**src/rtl/sync_fifo_param_if.sv**
```systemverilog
// Handshake and status bundle for sync_fifo_param.
// The master drives write/read requests and the flush strobe;
// the slave (the FIFO) returns read data and status flags.
interface sync_fifo_param_if #(
    parameter int DW = 8,
    parameter int AW = 3
);
    logic          we;
    logic          re;
    logic          clr;
    logic [DW-1:0] din;
    logic [DW-1:0] dout;
    logic          dvld;
    logic          f;
    logic          e;
    logic          af;
    logic          ae;
    logic [AW:0]   cnt;
    logic          ovf;
    logic          udf;

    modport master (
        output we, re, clr, din,
        input  dout, dvld, f, e, af, ae, cnt, ovf, udf
    );

    modport slave (
        input  we, re, clr, din,
        output dout, dvld, f, e, af, ae, cnt, ovf, udf
    );
endinterface

```
**src/rtl/sync_fifo_param.sv**
```systemverilog
// Parameterised single-clock FIFO with registered read data, occupancy
// count, almost-full/almost-empty thresholds and sticky overflow/underflow.
// Pointers carry an extra wrap bit so full and empty are distinguishable
// without a separate flag.
module sync_fifo_param #(
    parameter int DW     = 8,
    parameter int AW     = 3,
    parameter int AF_LVL = 6,
    parameter int AE_LVL = 2
) (
    input logic                 clk,
    input logic                 rst,
    sync_fifo_param_if.slave    bus
);
    localparam int          DEPTH = 1 << AW;
    localparam logic [AW:0] AF_C  = (AW+1)'(AF_LVL);
    localparam logic [AW:0] AE_C  = (AW+1)'(AE_LVL);

    // Storage has no reset so it can map onto block RAM.
    logic [DW-1:0] r_mem [DEPTH];

    logic [AW:0]   r_wp;
    logic [AW:0]   r_rp;
    logic [AW:0]   r_cnt;
    logic [DW-1:0] r_dout;
    logic          r_dvld;
    logic          r_ovf;
    logic          r_udf;

    logic w_full;
    logic w_empty;
    logic w_wa;
    logic w_ra;
    logic w_mem_we;

    assign w_empty = (r_wp == r_rp);
    assign w_full  = (r_wp[AW-1:0] == r_rp[AW-1:0]) && (r_wp[AW] != r_rp[AW]);

    // A write into a full FIFO is still accepted when a read frees a slot
    // in the same cycle; a read from an empty FIFO is never accepted, so
    // there is no write-to-read bypass.
    assign w_wa = bus.we && (!w_full || bus.re);
    assign w_ra = bus.re && !w_empty;

    // Reset and flush both suppress any write that cycle.
    assign w_mem_we = w_wa && !rst && !bus.clr;

    // Storage write port.
    always_ff @(posedge clk) begin
        if (w_mem_we) begin
            r_mem[r_wp[AW-1:0]] <= bus.din;
        end
    end

    // Pointers, occupancy, registered read data and sticky error flags.
    always_ff @(posedge clk) begin
        if (rst) begin
            r_wp   <= '0;
            r_rp   <= '0;
            r_cnt  <= '0;
            r_dout <= '0;
            r_dvld <= 1'b0;
            r_ovf  <= 1'b0;
            r_udf  <= 1'b0;
        end else if (bus.clr) begin
            // Flush: dout keeps its last value, memory is left as is.
            r_wp   <= '0;
            r_rp   <= '0;
            r_cnt  <= '0;
            r_dvld <= 1'b0;
            r_ovf  <= 1'b0;
            r_udf  <= 1'b0;
        end else begin
            r_dvld <= w_ra;
            if (w_wa) begin
                r_wp <= r_wp + 1'b1;
            end
            if (w_ra) begin
                r_rp   <= r_rp + 1'b1;
                r_dout <= r_mem[r_rp[AW-1:0]];
            end
            case ({w_wa, w_ra})
                2'b10:   r_cnt <= r_cnt + 1'b1;
                2'b01:   r_cnt <= r_cnt - 1'b1;
                default: r_cnt <= r_cnt;
            endcase
            if (bus.we && w_full && !bus.re) begin
                r_ovf <= 1'b1;
            end
            if (bus.re && w_empty) begin
                r_udf <= 1'b1;
            end
        end
    end

    assign bus.dout = r_dout;
    assign bus.dvld = r_dvld;
    assign bus.f    = w_full;
    assign bus.e    = w_empty;
    assign bus.cnt  = r_cnt;
    assign bus.af   = (r_cnt >= AF_C);
    assign bus.ae   = (r_cnt <= AE_C);
    assign bus.ovf  = r_ovf;
    assign bus.udf  = r_udf;
endmodule

```
**src/flat_wrapper.sv**
```systemverilog
// flat-port wrapper written by rule: the top's interface ports become plain ports
module sync_fifo_param_flat 
#(
    parameter int DW     = 8,
    parameter int AW     = 3,
    parameter int AF_LVL = 6,
    parameter int AE_LVL = 2
)
  (clk, rst, bus_we, bus_re, bus_clr, bus_din, bus_dout, bus_dvld, bus_f, bus_e, bus_af, bus_ae, bus_cnt, bus_ovf, bus_udf);
  sync_fifo_param_if #(.DW(DW), .AW(AW)) bus_i ();
  input logic clk;
  input logic rst;
  input wire logic [$bits(bus_i.we)-1:0] bus_we;
  input wire logic [$bits(bus_i.re)-1:0] bus_re;
  input wire logic [$bits(bus_i.clr)-1:0] bus_clr;
  input wire logic [$bits(bus_i.din)-1:0] bus_din;
  output wire logic [$bits(bus_i.dout)-1:0] bus_dout;
  output wire logic [$bits(bus_i.dvld)-1:0] bus_dvld;
  output wire logic [$bits(bus_i.f)-1:0] bus_f;
  output wire logic [$bits(bus_i.e)-1:0] bus_e;
  output wire logic [$bits(bus_i.af)-1:0] bus_af;
  output wire logic [$bits(bus_i.ae)-1:0] bus_ae;
  output wire logic [$bits(bus_i.cnt)-1:0] bus_cnt;
  output wire logic [$bits(bus_i.ovf)-1:0] bus_ovf;
  output wire logic [$bits(bus_i.udf)-1:0] bus_udf;
  assign bus_i.we = bus_we;
  assign bus_i.re = bus_re;
  assign bus_i.clr = bus_clr;
  assign bus_i.din = bus_din;
  assign bus_dout = bus_i.dout;
  assign bus_dvld = bus_i.dvld;
  assign bus_f = bus_i.f;
  assign bus_e = bus_i.e;
  assign bus_af = bus_i.af;
  assign bus_ae = bus_i.ae;
  assign bus_cnt = bus_i.cnt;
  assign bus_ovf = bus_i.ovf;
  assign bus_udf = bus_i.udf;
  sync_fifo_param #(.DW(DW), .AW(AW), .AF_LVL(AF_LVL), .AE_LVL(AE_LVL)) u_core (.clk(clk), .rst(rst), .bus(bus_i));
endmodule
```
**config.mk**
```make
export PLATFORM = sky130hd
export DESIGN_NAME = sync_fifo_param_flat
export DESIGN_NICKNAME = d
export VERILOG_FILES = /design/src/rtl/sync_fifo_param_if.sv /design/src/rtl/sync_fifo_param.sv /design/src/flat_wrapper.sv
export SDC_FILE = /design/constraint.sdc
export NUM_CORES = 1
export LEC_CHECK = 0
export BUFFER_PORTS_ARGS = -buffer_cell sky130_fd_sc_hd__buf_2
export CELL_PAD_IN_SITES_DETAIL_PLACEMENT = 1
export CELL_PAD_IN_SITES_GLOBAL_PLACEMENT = 2
export CORE_UTILIZATION = 39
export DETAILED_ROUTE_END_ITERATION = 8
export PLACE_DENSITY = 0.74
export SLEW_MARGIN = 5
export SYNTH_ARGS = -nofsm -noshare
export SYNTH_HDL_FRONTEND = slang
export SYNTH_SLANG_ARGS = --single-unit
export TNS_END_PERCENT = 10
```
**constraint.sdc**
```tcl
create_clock -name clk -period 2.6 [get_ports clk]
set_clock_uncertainty 0.05 [all_clocks]
set_input_delay 0.52 -clock clk [delete_from_list [all_inputs] [get_ports clk]]
set_output_delay 0.52 -clock clk [all_outputs]
set_load 0.05 [all_outputs]
```
==> results of run 1 <==
==> cell usage in the layout, fill, tap and decap left out, types with 3 or more instances in the layout <==
cell	Yosys	layout
ha_1	5	4
xnor2_1	4	4
a21oi_1	16	16
clkbuf_8	0	9
nor3_1	4	4
mux2i_1	9	9
edfxtp_1	64	64
nand2_1	11	11
buf_4	0	21
buf_2	5	31
nor2_1	13	13
nand4_1	4	4
nand3_1	6	6
inv_1	5	5
a311oi_2	8	8
dfxtp_2	0	3
o21ai_0	3	3
dfxtp_1	23	20
a211oi_1	3	3
or3_1	4	4
xor2_1	6	5
mux4_2	16	16
==> where the power goes <==
group | internal [mW] | leakage (nW) | switching [mW] | total [mW]
clock | 0.458 | 0.104 | 0.505 | 0.963
sequential | 1.50 | 0.765 | 0.0122 | 1.52
combinational | 0.0706 | 0.628 | 0.150 | 0.221
==> worst paths after layout <==
| kind | slack [ns] | cells past startpoint | to |
|---|---|---|---|
| worst max-delay path | 0.20 | 10 | u_core.bus.cnt[2]$_SDFFE_PP0P_ |
| worst min-delay path | 0.38 | 1 | u_core.r_mem[7][3]$_DFFE_PP_ |
| worst max register to register | 0.20 | 10 | u_core.bus.cnt[2]$_SDFFE_PP0P_ |
| worst min register to register | 0.42 | 2 | u_core.bus.ovf$_SDFFE_PP0P_ |
==> cells in the mapped netlist (all sizes together) <==
| library cell | count |
|---|---|
| dfxtp | 23 |
| and3 | 2 |
| a211oi | 3 |
| nand3 | 6 |
| a2111o | 1 |
| a311oi | 8 |
| a21oi | 16 |
| nand4b | 1 |
| a2111oi | 1 |
| nand3b | 1 |
| or3 | 4 |
| mux4 | 16 |
| nand2b | 2 |
| o21ai | 4 |
| nand2 | 11 |
| edfxtp | 64 |
| and2 | 1 |
| clkbuf | 5 |
| nor3 | 4 |
| o41ai | 1 |
| nor4b | 1 |
| inv | 7 |
| xnor2 | 4 |
| nor2 | 13 |
| ha | 5 |
| o211ai | 1 |
| o311ai | 1 |
| xor2 | 7 |
| a31oi | 1 |
| buf | 11 |
| nor4 | 2 |
| a41oi | 1 |
| nand4 | 4 |
| or2 | 1 |
| a21o | 1 |
| a31o | 1 |
| mux2i | 9 |
| a32oi | 1 |
==> registers in the layout (all words and copies together), names as in the netlist <==
register	cells
u_core.bus.ovf	1
u_core.r_wp	4
u_core.bus.dvld	1
u_core.bus.dout	8
u_core.r_mem	64
u_core.r_rp	4
u_core.bus.udf	1
u_core.bus.cnt	4
==> area by class of cell <==
class / count / area, sq um
clock buffers: 9 / 124
fillers: 956 / 4930
inverters: 7 / 26.3
repair buffers: 52 / 313
flip-flops and latches: 87 / 2390
well taps: 129 / 161
clock inverters: 7 / 80.1
multi-input cells: 135 / 1270
==> metrics by stage <==
stage	std cells	total power [mW]	setup TNS, ns
global route	426	2.81	0
detailed placement	410	1.77	0
finish	426	2.70	0
CTS	426	2.73	0
floorplan	245	1.70	-0.295
global placement	410	1.77	0
==> metal layers <==
metal	track usage	share of wire	wire, um
met1	0.225	0.47	3510
met3	0.0251	0.036	265
met4	0.0645	0.0090	67
met5	0	0	0
met2	0.274	0.48	3600
==> critical path: stages, from the launching register on <==
cell     delay, ns
dfxtp_1       0.42
xor2_1        0.16
o41ai_4       0.39
inv_2         0.08
ha_2          0.21
xor2_1        0.15
ha_1          0.18
a21oi_1       0.15
xor2_1        0.10
or3_1         0.31
a21oi_1       0.14
==> kinds of logic after synthesis <==
kind of cell	Yosys count	synth area share
compound gates	41	0.0926
xor+xnor	11	0.0278
fa+ha+maj	5	0.0167
buf+inv	23	0.0348
flops	87	0.637
mux	25	0.120
simple gates	53	0.0709
==> what timing repair did <==
| action | 4_1_cts | 5_1_grt |
|---|---|---|
| pin swaps | 0 | 1 |
| gates resized for setup | 1 | 6 |
| gates cloned | 0 | 0 |
| setup endpoints to repair | 1 | 2 |
==> key figures, run 1 <==
Run status
  – Status: finished, final reports clean

Detailed routing
  – DRT iter0 DRCs: between 100 and 150
  – Final ANT Viol Nets: 0
  – WL final: ~7400 um
  – DRC Markers: 0
  – Initial DRT Pass Iterations: 4
  – Wirelength per Cell: 17.5 um
  – Vias/cell: approximately 5.3
  – Routed vias: roughly 2200

Place
  – DP Area: 0.00412 sq mm
  – Setup WS pre-CTS: roughly 0.0076 ns
  – Dpl hpwl: 5040 um
  – Number of port buffers: 31
  – GPL Wtd Cong: a little over 0.7

Setup path
  – Critical path launch point: u_core.r_rp[0]$_SDFFE_PP0N_
  – Worst path required time: between 2 and 3 ns
  – Critical path arrival: 2.63 ns
  – Reg2Reg Launch Point: u_core.r_rp[0]$_SDFFE_PP0N_
  – Max Fanout on Critical Path: 4
  – Worst setup path class: register to register
  – Startpoint types: register
  – Crit end category: register

Final layout
  – Fin util: 0.469
  – Share of cells above drive strength 1: 0.354
  – ANT cells: 0
  – Area Overhead vs Synth: 16.5%
  – Post-route cell area: ~0.0044 sq mm
  – Total Nets Final: 310

STA
  – Final worst path period need: between 2 and 2.5 ns
  – Final worst slack: approximately 0.20 ns
  – Max-slew headroom: 0.605
  – Final-report hold violation count: 0
  – Slew Limit Fails: 0
  – Peak Freq: between 0.4 and 0.5 GHz
  – Period utilisation layout: 0.923
  – Worst Tran Pin Value: 0.592 ns
  – Final setup vio count: 0
  – RSZ-0062 raised after global routing: no
  – Hold Slack: 0.380 ns

Synthesis
  – Synth area leaders: edfxtp_1 51%, dfxtp_1 12%, mux4_2 9.6%
  – Ys Warns: 0
  – Post-synth cell types: 43
  – Syn Nets: approximately 260
  – Top cell type's share of synthesized area: 0.514
  – Mapped cell area: roughly 0.0037 sq mm
  – FF+latch count, synth: between 80 and 90
  – Syn avg cell area: between 15 and 20 sq um
  – Sequential area share after synthesis: 0.637
  – Synth area leader: edfxtp_1
  – Synthesized instance count: between 200 and 250

Die
  – CORE AREA: a little over 0.009 sq mm
  – Die area: approximately 0.010 sq mm
  – Cell Rows: 35
  – # IOs: 32
  – Die height: between 90 and 100 um
  – Die X: 99.9 um
  – Initial Util: 0.403

GRT
  – Grt ovf: 0
  – Vias in the first global route: approximately 2300
  – First-pass GRT wire length: 12300 um
  – Initial antenna violation count: 0
  – Gr usage total: 0.167
  – Largest net degree at the start of global routing: 21

CTS
  – Setup Fix Bufs, Post-CTS: 0
  – H-tree depth: 3
  – TritonCTS sink count: slightly below 90
  – Longest Clk Path Bufs: 2
  – Total CTS buffers: 9
  – Clock root buffer: clkbuf_8
  – Clock slew at reported path FFs: ~0.1 ns
  – Clk Latency, worst-skew pair: around 0.35 ns
  – CTS tree: yes
  – CTS hold repair buffers: 0

Power and ir drop
  – Power density over the cells: about 620 mW/mm^2
  – Leak Pwr: roughly 1.5 nW
  – Max rail drop VDD: 0.000349 V

Worst hold path
  – Hold_sp: bus_din[3]
  – Worst hold path class: input pin to register

Flow run
  – Max cap viols: 0
(Power assumes the default switching activity.)
==> run 2, diff against run 1 <==
- REMOVE_ABC_BUFFERS: unset -> 1
==> key figures, run 2 (same netlist as run 1, synthesis figures left out) <==
Run status
  – Status: finished, final reports clean

Setup path
  – Flop-to-flop setup slack: 0.17 ns (-0.03 ns)
  – CP cell instances: xor2_2, o41ai_4, inv_2, ha_1, xor2_1, ha_1, a21oi_1, xor2_1, or3_1, a21oi_1
  – Startpoint types: register
  – Critical path arrival: 2.68 ns (+0.05 ns)
  – Reg2Reg Launch Point: u_core.r_wp[1]$_SDFFE_PP0P_
  – Crit end category: register
  – CP max-delay cell: o41ai_4
  – Slowest cell delay on critical path: 0.44 ns (+0.02 ns)
  – Worst path required time: 2.85 ns (+0.02 ns)
  – R2R Path End: u_core.bus.cnt[2]$_SDFFE_PP0P_
  – R2r worst-path depth: 10 (unchanged)
  – Max Fanout on Critical Path: 3 (-1)
  – Worst setup path class: register to register

Place
  – GPL Wtd Cong: 0.757 (+7.2%)
  – Setup WS pre-CTS: 0.0433 ns (+0.0358 ns)
  – Dpl hpwl: 5030 um (-0.14%)
  – DP Area: 0.00413 sq mm (about the same)
  – Cells after DPL: 411 (+0.24%)
  – Number of port buffers: 31 (unchanged)

Detailed routing
  – Initial DRT Pass Iterations: 6 (+2)
  – Wirelength per Cell: 18.5 um (+5.9%)
  – DRT iter0 DRCs: 61 (-45%)
  – Vias/cell: 5.19 (-1.3%)
  – WL final: 7890 um (+6.1%)
  – Final ANT Viol Nets: 0 (unchanged)
  – DRC Markers: 0 (unchanged)
  – Routed vias: 2214 (-1.0%)

Power and ir drop
  – Internal power: 1.95 mW (-3.9%)
  – Sequential share of power: 0.569 (+0.007)
  – Leak Pwr: 1.50 nW (about the same)
  – Comb power frac: 0.085 (+0.003)
  – Clk pwr share: 0.347 (-0.010)
  – Total power: 2.67 mW (-1.2%)
  – Sw frac: 0.267 (+0.0201)
  – Sw power: 713 uW (+6.8%)
  – Power density over the cells: 616 mW/mm^2 (-0.69%)
  – Max rail drop VDD: 0.000291 V (-16%)

Worst hold path
  – WHS Endpoint: u_core.r_mem[1][2]$_DFFE_PP_
  – Worst hold path class: input pin to register
  – Hold_sp: bus_din[2]
  – Hold Path Depth: 1 (unchanged)

GRT
  – Initial antenna violation count: 0 (unchanged)
  – First-pass GRT wire length: 11900 um (-3.1%)
  – Grt ovf: 0 (unchanged)
  – Vias in the first global route: 2174 (-6.6%)
  – Gr usage total: 0.165 (-0.00173)
  – Largest net degree at the start of global routing: 21 (unchanged)

Final layout
  – Post-route cell area: 0.00433 sq mm (-0.55%)
  – Share of cells above drive strength 1: 0.349 (-0.00454)
  – ANT cells: 0 (unchanged)
  – Most frequent cells in the layout: 64 x edfxtp_1, 31 x buf_2, 22 x buf_4
  – Area Overhead vs Synth: 15.8%
  – Post-Layout Cell Count: 427 (+0.23%)
  – Max reg flops: 64 (unchanged)
  – Total Nets Final: 311 (+0.32%)
  – Fill cells: 953 (-0.31%)
  – Most common cell after layout, fill and taps aside: edfxtp_1

STA
  – Worst Tran Pin Value: 0.590 ns (-0.00180 ns)
  – Final worst path period need: 2.43 ns (+0.0332 ns)
  – Peak Freq: 0.411 GHz (-1.4%)
  – Final setup vio count: 0 (unchanged)
  – Period utilisation layout: 0.936 (+0.0128)
  – Final worst slack: 0.166 ns (-0.0332 ns)
  – Slew Limit Fails: 0 (unchanged)
  – Final-report hold violation count: 0 (unchanged)
  – Max-slew headroom: 0.606 (+0.00120)

CTS
  – CTS tree: yes
  – Clock root buffer: clkbuf_8
  – Clk Latency, worst-skew pair: 0.37 ns (+0.02 ns)
  – Longest Clk Path Bufs: 2 (unchanged)
  – CTS hold repair buffers: 0 (unchanged)
  – H-tree depth: 3 (unchanged)
  – Total CTS buffers: 9 (unchanged)
  – TritonCTS sink count: 87 (unchanged)
  – Clock slew at reported path FFs: 0.11 ns (about the same)

Die
  – Cell Rows: 35 (unchanged)
  – # IOs: 32 (unchanged)
  – Die X: 99.9 um (unchanged)
  – Initial Util: 0.403 (unchanged)
  – CORE AREA: 0.00928 sq mm (unchanged)
  – Die area: 0.00999 sq mm (unchanged)
  – Die height: 99.9 um (unchanged)

Flow run
  – Max cap viols: 0 (unchanged)
## run 2: timing repair
| item | CTS | global route |
|---|---|---|
| buffers inserted | 0 | 0 |
| gates resized for setup | 0 | 5 |
| endpoints found under the setup margin | 0 | 2 |
## run 2: critical path, delay by kind of cell (launching register included)
kind,cells,cell delay (ns)
xor gates and xnor gates,3,0.44
and+or+nand+nor,1,0.30
AOI/OAI and AO/OA,3,0.72
buffers and inverters,1,0.09
adders and majority gates,2,0.41
DFF,1,0.36
## run 2: how the worst max path moves through the flow
| stage | end | start | slack (ns) | depth (start not counted) |
|---|---|---|---|---|
| 2_1_floorplan | bus_e | u_core.r_rp[1]$_SDFFE_PP0N_ | -0.83 | 2 |
| 3_3_place_gp | u_core.bus.cnt[3]$_SDFFE_PP0P_ | u_core.r_wp[3]$_SDFFE_PP0P_ | 0.21 | 9 |
| 3_5_place_dp | u_core.bus.cnt[3]$_SDFFE_PP0P_ | u_core.r_wp[3]$_SDFFE_PP0P_ | 0.04 | 9 |
| 4_1_cts | u_core.bus.cnt[3]$_SDFFE_PP0P_ | u_core.r_wp[3]$_SDFFE_PP0P_ | 0.01 | 9 |
| 5_1_grt | u_core.bus.cnt[2]$_SDFFE_PP0P_ | u_core.r_wp[1]$_SDFFE_PP0P_ | -0.03 | 10 |
| 6_report | u_core.bus.cnt[2]$_SDFFE_PP0P_ | u_core.r_wp[1]$_SDFFE_PP0P_ | 0.17 | 10 |
## run 2: layout make-up
type,instances,area [sq um],share of cell area
clock buffers,9,124,0.0286
clock inverters,7,68.8,0.0159
inverters,7,26.3,0.00606
multi-input cells,135,1250,0.288
flip-flops and latches,87,2380,0.550
well taps,129,161,0.0373
repair buffers,53,320,0.0739
## run 2: layer usage
metal	wire, um	GRT usage	vias up
met5	0	0	-
met4	130	0.0769	0
met3	220	0.0279	13
met2	3690	0.256	38
met1	3850	0.229	1103
li1	-	-	1060
## run 2: power groups by stage
stage,clock network (mW),registers [mW],logic (mW)
floorplan,0,1.59,0.0992
detailed placement,0,1.55,0.225
global placement,0,1.55,0.220
global route,1.01,1.52,0.243
finish,0.924,1.52,0.226
CTS,0.958,1.52,0.225
## run 2: stage by stage
| stage | TNS (ns) | util | hold slack (ns) |
|---|---|---|---|
| floorplan | -8.67 | - | 0.420 |
| global placement | 0 | 0.444 | 0.394 |
| detailed placement | 0 | 0.444 | 0.410 |
| CTS | 0 | 0.465 | 0.352 |
| global route | -0.0312 | 0.467 | 0.362 |
| finish | 0 | 0.467 | 0.369 |
